==> src/rtl/reg_skid_buf_if.sv <==
// Valid/ready stream bundle for reg_skid_buf: producer-side, consumer-side and occupancy signals.
interface reg_skid_buf_if #(
    parameter int unsigned DATA_WIDTH = 32
);
    logic                  i_valid;
    logic [DATA_WIDTH-1:0] i_data;
    logic                  o_ready;
    logic                  o_valid;
    logic [DATA_WIDTH-1:0] o_data;
    logic                  i_ready;
    logic [1:0]            o_cnt;

    modport slave (
        input  i_valid,
        input  i_data,
        input  i_ready,
        output o_ready,
        output o_valid,
        output o_data,
        output o_cnt
    );

    modport master (
        output i_valid,
        output i_data,
        output i_ready,
        input  o_ready,
        input  o_valid,
        input  o_data,
        input  o_cnt
    );
endinterface

==> src/rtl/reg_skid_buf.sv <==
// Two-entry registered valid/ready slice: the main register drives o_data, and the skid register
// absorbs one overflow word so that o_ready can be registered without losing throughput.
module reg_skid_buf #(
    parameter int unsigned DATA_WIDTH = 32
) (
    input  logic           i_clk,
    input  logic           i_rst_n,
    reg_skid_buf_if.slave  bus
);
    typedef enum logic [1:0] {
        ST_EMPTY = 2'b00,
        ST_BUSY  = 2'b01,
        ST_FULL  = 2'b10
    } state_t;

    state_t                state_q;
    state_t                state_d;
    logic                  ready_q;
    logic                  valid_q;
    logic [1:0]            cnt_q;
    logic [1:0]            cnt_d;
    logic [DATA_WIDTH-1:0] main_q;
    logic [DATA_WIDTH-1:0] skid_q;

    logic                  accept;
    logic                  deliver;
    logic                  main_we;
    logic                  main_from_skid;
    logic                  skid_we;

    // Handshakes use the registered flags, so o_ready never depends on i_ready combinationally.
    assign accept  = bus.i_valid && ready_q;
    assign deliver = valid_q && bus.i_ready;

    always_comb begin
        state_d        = state_q;
        main_we        = 1'b0;
        main_from_skid = 1'b0;
        skid_we        = 1'b0;
        case (state_q)
            ST_EMPTY: begin
                if (accept) begin
                    main_we = 1'b1;
                    state_d = ST_BUSY;
                end
            end
            ST_BUSY: begin
                if (accept && deliver) begin
                    main_we = 1'b1;
                end else if (accept) begin
                    skid_we = 1'b1;
                    state_d = ST_FULL;
                end else if (deliver) begin
                    state_d = ST_EMPTY;
                end
            end
            ST_FULL: begin
                if (deliver) begin
                    main_we        = 1'b1;
                    main_from_skid = 1'b1;
                    state_d        = ST_BUSY;
                end
            end
            default: begin
                state_d = ST_EMPTY;
            end
        endcase
    end

    always_comb begin
        cnt_d = 2'd0;
        case (state_d)
            ST_BUSY: cnt_d = 2'd1;
            ST_FULL: cnt_d = 2'd2;
            default: cnt_d = 2'd0;
        endcase
    end

    // Flags are computed from the next state so every output comes straight off a flop.
    always_ff @(posedge i_clk or negedge i_rst_n) begin
        if (!i_rst_n) begin
            state_q <= ST_EMPTY;
            ready_q <= 1'b0;
            valid_q <= 1'b0;
            cnt_q   <= 2'd0;
        end else begin
            state_q <= state_d;
            ready_q <= (state_d != ST_FULL);
            valid_q <= (state_d != ST_EMPTY);
            cnt_q   <= cnt_d;
        end
    end

    always_ff @(posedge i_clk or negedge i_rst_n) begin
        if (!i_rst_n) begin
            main_q <= '0;
            skid_q <= '0;
        end else begin
            if (main_we) begin
                main_q <= main_from_skid ? skid_q : bus.i_data;
            end
            if (skid_we) begin
                skid_q <= bus.i_data;
            end
        end
    end

    assign bus.o_ready = ready_q;
    assign bus.o_valid = valid_q;
    assign bus.o_data  = main_q;
    assign bus.o_cnt   = cnt_q;
endmodule
==> src/flat_wrapper.sv <==
// flat-port wrapper written by rule: the top's interface ports become plain ports
module reg_skid_buf_flat 
#(
    parameter int unsigned DATA_WIDTH = 32
)
  (i_clk, i_rst_n, bus_i_valid, bus_i_data, bus_i_ready, bus_o_ready, bus_o_valid, bus_o_data, bus_o_cnt);
  reg_skid_buf_if #(.DATA_WIDTH(DATA_WIDTH)) bus_i ();
  input  logic i_clk;
  input  logic i_rst_n;
  input wire logic [$bits(bus_i.i_valid)-1:0] bus_i_valid;
  input wire logic [$bits(bus_i.i_data)-1:0] bus_i_data;
  input wire logic [$bits(bus_i.i_ready)-1:0] bus_i_ready;
  output wire logic [$bits(bus_i.o_ready)-1:0] bus_o_ready;
  output wire logic [$bits(bus_i.o_valid)-1:0] bus_o_valid;
  output wire logic [$bits(bus_i.o_data)-1:0] bus_o_data;
  output wire logic [$bits(bus_i.o_cnt)-1:0] bus_o_cnt;
  assign bus_i.i_valid = bus_i_valid;
  assign bus_i.i_data = bus_i_data;
  assign bus_i.i_ready = bus_i_ready;
  assign bus_o_ready = bus_i.o_ready;
  assign bus_o_valid = bus_i.o_valid;
  assign bus_o_data = bus_i.o_data;
  assign bus_o_cnt = bus_i.o_cnt;
  reg_skid_buf #(.DATA_WIDTH(DATA_WIDTH)) u_core (.i_clk(i_clk), .i_rst_n(i_rst_n), .bus(bus_i));
endmodule
==> config.mk <==
export PLATFORM = sky130hd
export DESIGN_NAME = reg_skid_buf_flat
export DESIGN_NICKNAME = d
export VERILOG_FILES = /design/src/rtl/reg_skid_buf_if.sv /design/src/rtl/reg_skid_buf.sv /design/src/flat_wrapper.sv
export SDC_FILE = /design/constraint.sdc
export NUM_CORES = 1
export LEC_CHECK = 0
export ABC_CLOCK_PERIOD_IN_PS = 2000
export CORE_ASPECT_RATIO = 0.75
export CORE_UTILIZATION = 50
export CTS_CLUSTER_DIAMETER = 150
export CTS_CLUSTER_SIZE = 40
export DETAILED_ROUTE_END_ITERATION = 10
export PLACE_DENSITY_LB_ADDON = 0.1
export SYNTH_ARGS = -nofsm -noshare
export SYNTH_HDL_FRONTEND = slang
export SYNTH_SLANG_ARGS = --single-unit
==> constraint.sdc <==
create_clock -name i_clk -period 2 [get_ports i_clk]
set_input_delay 0.3 -clock i_clk [delete_from_list [all_inputs] [get_ports i_clk]]
set_output_delay 0.3 -clock i_clk [all_outputs]
set_load 0.05 [all_outputs]
==> impl_metrics.toml, run 1 <==
[logic_synthesis]
syn_avg_cell_area_um2 = 16.4
ys_seq_elements = 70
synth_area_leaders = "dfrtp_1 55%, mux2_2 24%, mux2_4 13%"
syn_inst = 195
netlist-cell-type-count = 18
ys.flop_type = "dfrtp_1"
synth_xor_area_share_pct = 0
synthesis.area_mm2 = 0.00320
yosys.area_share.simple_pct = 2.31
synth_edf_count = 0
yosysTopAreaCellShare_pct = 54.8
syn-num-nets = 231
yosysTopAreaCell = "dfrtp_1"
async_reset_ff_share_pct = 100
synth_fa_ha_area_share_pct = 0
synth_mux_area_share_pct = 37.0
synth_common_cells = "70 x dfrtp_1, 69 x mux2_2, 27 x mux2_4, 8 x buf_6, 5 x nand2_1"
synth_most_common_cell = "dfrtp_1"
synth_compound_area_share_pct = 1.68
synth_seq_area_share_pct = 54.8
yosysWarnings = 0
synth_top_family_by_area = "multiplexers"

[pwr]
power.density_mw_per_mm2 = 1800
max-vdd-ir-drop_mv = 0.922
leakagePower_nw = 1.88

[setup_path]
cp_cell_sequence = "clkdlybuf4s50_1"
cp.arrival_ps = 1590
endpoint_kind = "output pin"
start_kind = "flop"
crit_type = "reg -> out"
critical_path_buf_inv_count = 1
slowest_delay_ps = 840
worstPathRequired_ps = 1700
critPathMaxFanout = 5
crit_family = "buffers and inverters"
cpMaxStageDelayCell = "clkdlybuf4s50_1"

[cts]
tritoncts = "done"
cts_max_path_buffers = 2
clkTransAtPathRegs_ps = 60
clock-sinks = 70
clockRootBuffer = "clkbuf_8"
cts_buffers = 9
clock_latency_ps = 340
htreeDepth = 3

[flow_run]
maxCapViolCount = 0

[placement]
dp_hpwl_um = 3960
portBuffers = 71
post-place-ws_ps = -80.6
place_congestion = 0.764

[timing]
worstMarginPinSlew_ps = 527
fmax_mhz = 530
setup_viol = 0
fin_ws_ps = 113
holdWs_ps = 504
finalCritPeriodShare_pct = 94.4
fin_crit_ps = 1890
slew_viol_final = 0
rsz0062_at_grt = "no"
skew_ps = 6.07
slew_headroom_pct = 64.8
hold_violations = 0

[die]
core_area_mm2 = 0.00598
die_w_um = 94.4
initial_utilization_pct = 53.5
dieArea_mm2 = 0.00673
rows = 24
die_h_um = 71.3
ios = 72

[grt]
grt_antenna_before_repair = 0
gr-total-overflow = 0
grt_pass1_wl_um = 9710
grt_max_degree = 40
grt_pass1_vias = 2004
grt_use_total_pct = 19.6

[cells_and_area]
finalNetCount = 317
diodes = 0
fillers = 425
drive_gt1_share_pct = 44.4
syn2layout_area_growth_pct = 31.3

[worst_hold_path]
hp-class = "reg -> reg"

[routing]
dr.pass1.iters = 2
via_per_inst = 5.11
drc = 0
wirelength_um = 5730
dr.first_iter.drc_count = 44
routed-via-count = 1849
wl_per_cell_um = 15.8
postRouteAntennaNets = 0

[run_status]
status = "finished, final reports clean"
==> repair_timing <==
action,CTS,global route
setup endpoints to repair,0,1
endpoints found under the hold margin,31,0
hold buffers,1,0
setup buffers,0,0
gates resized for setup,0,1
==> sequential cells by signal (all words and copies together), names as in the netlist <==
register            cells
u_core.bus.o_cnt        2
u_core.bus.o_data      32
u_core.bus.o_ready      1
u_core.bus.o_valid      1
u_core.skid_q          32
u_core.state_q          2
==> power by group <==
group | leakage [nW] | internal, mW | switching [mW] | total [mW]
Sequential | 0.827 | 2.15 | 0.402 | 2.56
Combinational | 0.972 | 1.96 | 2.12 | 4.08
Clock | 0.0821 | 0.467 | 0.475 | 0.942
Total | 1.88 | 4.58 | 2.99 | 7.58
==> path summary, 6_finish.rpt <==
kind	from	endpoint	slack, ps	depth (start not counted)
max	u_core.bus.o_ready	bus_o_ready	110	1
min reg2reg	u_core.bus.o_data[3]	u_core.bus.o_data[3]	500	1
max reg2reg	u_core.bus.o_valid	u_core.skid_q[17]	240	4
min	u_core.bus.o_data[3]	u_core.bus.o_data[3]	500	1
min in group asynchronous	i_rst_n	u_core.bus.o_data[27]	520	3
max in group asynchronous	i_rst_n	u_core.skid_q[17]	1100	3
==> cell type report <==
cell class              count  area [µm²]  area share (%)
well taps                  78        97.6            2.32
repair buffers             86         886            21.1
flip-flops and latches     70        1750            41.7
multi-input cells         114        1310            31.2
clock inverters             2        10.0           0.238
clock buffers              12         145            3.46
==> metrics by stage <==
step | instance area (µm²) | util [%] | cells | TNS [ps] | power [mW]
6_report | 4200 | 70.3 | 362 | 0 | 7.58
5_1_grt | 4200 | 70.3 | 362 | 0 | 7.99
4_1_cts | 4200 | 70.2 | 362 | 0 | 7.68
3_5_place_dp | 4030 | 67.5 | 347 | -3620 | 6.69
3_3_place_gp | 4030 | 67.5 | 347 | -2460 | 6.61
2_1_floorplan | 3200 | - | 195 | 0 | 5.45
==> cells in the final DEF, fill, tap and decap left out, drive strengths merged <==
cell / netlist / routed
nand4bb: 1 / 1
o211ai: 3 / 3
nand4b: 1 / 1
or3b: 1 / 1
nand2: 5 / 5
dlygate4sd3: 0 / 1
o21bai: 1 / 1
a21boi: 2 / 2
clkdlybuf4s50: 0 / 69
and2b: 1 / 1
clkbuf: 0 / 12
buf: 11 / 15
dlymetal6s2s: 0 / 1
nand4: 1 / 1
a21oi: 1 / 1
dfrtp: 70 / 70
and2: 1 / 1
mux2: 96 / 96
clkinv: 0 / 2
==> cells by family (layout without fill, tap and decap cells) <==
family,Yosys count,after routing
simple gates,11,11
mux,96,96
flops,70,70
buf+inv,11,100
compound gates,7,7
==> layer usage <==
metal	track usage, %	wire length, µm	vias up
li1	-	-	872
met1	24.9	2630	918
met2	30.4	2630	49
met3	7.22	369	10
met4	8.21	90	0
met5	0	0	-
Power figures use the tool's default switching activity.
==> inputs of run 2 (changes only) <==
--- a/config.mk
+++ b/config.mk
@@ -11,7 +11,7 @@
 export CTS_CLUSTER_DIAMETER = 150
 export CTS_CLUSTER_SIZE = 40
 export DETAILED_ROUTE_END_ITERATION = 10
-export PLACE_DENSITY_LB_ADDON = 0.1
+export PLACE_DENSITY = 0.85
 export SYNTH_ARGS = -nofsm -noshare
 export SYNTH_HDL_FRONTEND = slang
 export SYNTH_SLANG_ARGS = --single-unit
==> run 2 against run 1 <==
- non-clock buffer count stayed put
- via count is 2.1% higher
- sequential power hardly changed
- sequential share of layout area is 0.27 points lower
==> impl_metrics.toml, run 2 (same netlist as run 1, synthesis figures left out) <==
[routing]
drc = 0
routed-via-count = 1887
wl_per_cell_um = 16.5
via_per_inst = 5.18
dr.pass1.iters = 4
postRouteAntennaNets = 0
dr.first_iter.drc_count = 50
wirelength_um = 5990

[pwr]
max-vdd-ir-drop_mv = 0.923
leakagePower_nw = 1.89
power_mw = 7.82
power.density_mw_per_mm2 = 1850

[setup_path]
slowest_delay_ps = 830
start_kind = "flop"
crit_family = "buffers and inverters"
cp_cell_sequence = "clkdlybuf4s50_1"
endpoint_kind = "output pin"
cpMaxStageDelayCell = "clkdlybuf4s50_1"
cp.arrival_ps = 1590
critical_path_buf_inv_count = 1
critPathMaxFanout = 5
crit_type = "reg -> out"
worstPathRequired_ps = 1700

[grt]
gr-total-overflow = 0
grt_antenna_before_repair = 0
grt_pass1_vias = 2054
grt_pass1_wl_um = 10100
grt_max_degree = 71
grt_use_total_pct = 20.6

[timing]
slew_viol_final = 0
setup_viol = 0
fin_ws_ps = 112
finalCritPeriodShare_pct = 94.4
hold_violations = 0
fin_crit_ps = 1890
holdWs_ps = 498
skew_ps = 8.81
worstMarginPinSlew_ps = 544
finalSetupTns_ps = 0
rsz0062_at_grt = "no"
slew_headroom_pct = 63.6
fmax_mhz = 530

[cells_and_area]
fin_area_mm2 = 0.00423
drive_gt1_share_pct = 45.5
final_cell_mix = "70 x dfrtp_1, 69 x mux2_2, 69 x clkdlybuf4s50_1, 27 x mux2_4, 13 x buf_4"
syn2layout_area_growth_pct = 32.1
diodes = 0
finalNetCount = 317
mostFrequentLayoutCell = "dfrtp_1"
postLayoutCoreUtil_pct = 70.7
fin_cells = 364
fillers = 422

[cts]
clkTransAtPathRegs_ps = 80
cts_max_path_buffers = 2
clock-sinks = 70
cts_buffers = 9
clock_latency_ps = 350
htreeDepth = 3
tritoncts = "done"
clockRootBuffer = "clkbuf_8"
cts_setup_buffers = 0

[die]
core_area_mm2 = 0.00598
ios = 72
rows = 24
die_w_um = 94.4
die_h_um = 71.3
initial_utilization_pct = 53.5
dieArea_mm2 = 0.00673

[worst_hold_path]
hp-class = "in -> async"

[placement]
place_congestion = 0.772
place_inst = 347
post-place-ws_ps = -69.9
dp_hpwl_um = 4040
place_area_mm2 = 0.00398
portBuffers = 71

[flow_run]
maxCapViolCount = 0

[run_status]
status = "finished, final reports clean"
run 2: cell count changes in the layout (fill, tap and decap cells not counted):
cell and change:
clkinvlp_4 +1, clkbuf_1 -2, buf_12 -4, buf_4 +4
bufinv_16 +2, clkinv_2 -1, clkbuf_8 +1, clkinv_4 +1
run 2: where the power goes:
| group | internal (mW) | leakage [nW] | switching (mW) | total (mW) |
|---|---|---|---|---|
| Clock | 0.770 | 0.116 | 0.528 | 1.30 |
| Sequential | 2.15 | 0.827 | 0.408 | 2.56 |
| Combinational | 1.86 | 0.949 | 2.10 | 3.96 |
| Total | 4.78 | 1.89 | 3.04 | 7.82 |
run 2: worst paths after layout:
kind / endpoint / start / cells past startpoint / slack [ps]
worst min register to register: u_core.skid_q[12] / u_core.skid_q[12] / 1 / 510
max in group asynchronous: u_core.bus.o_data[29] / i_rst_n / 3 / 1210
worst max-delay path: bus_o_ready / u_core.bus.o_ready / 1 / 110
worst max register to register: u_core.skid_q[5] / u_core.bus.o_valid / 4 / 200
worst min-delay path: u_core.bus.o_data[7] / i_rst_n / 3 / 500
min in group i_clk: u_core.skid_q[12] / u_core.skid_q[12] / 1 / 510
run 2: final cells by class:
class	instances	area, µm²	area share [%]
tap	78	97.6	2.31
multi-input combinational	114	1310	31.0
clock inverter	5	81.3	1.92
timing repair buffer	86	836	19.8
sequential	70	1750	41.4
clock buffer	11	151	3.58
run 2: routing by layer:
metal  part of all wire, %  GRT usage (%)
met3                   6.3           7.86
met2                    47           31.9
met5                     0              0
met1                    45           25.7
met4                   1.5           9.23
run 2: repair_timing:
action	4_1_cts	5_1_grt
setup endpoints to repair	0	1
resized for setup	0	1
hold endpoints to repair	70	0
hold buffers	1	0
==> inputs of run 3 (changes only) <==
--- a/config.mk
+++ b/config.mk
@@ -5,6 +5,7 @@
 export SDC_FILE = /design/constraint.sdc
 export NUM_CORES = 1
 export LEC_CHECK = 0
+export ABC_AREA = 0
 export ABC_CLOCK_PERIOD_IN_PS = 2000
 export CORE_ASPECT_RATIO = 0.75
 export CORE_UTILIZATION = 50
==> results of run 3 <==
Final layout, timing and power as in run 2 (identical DEF).
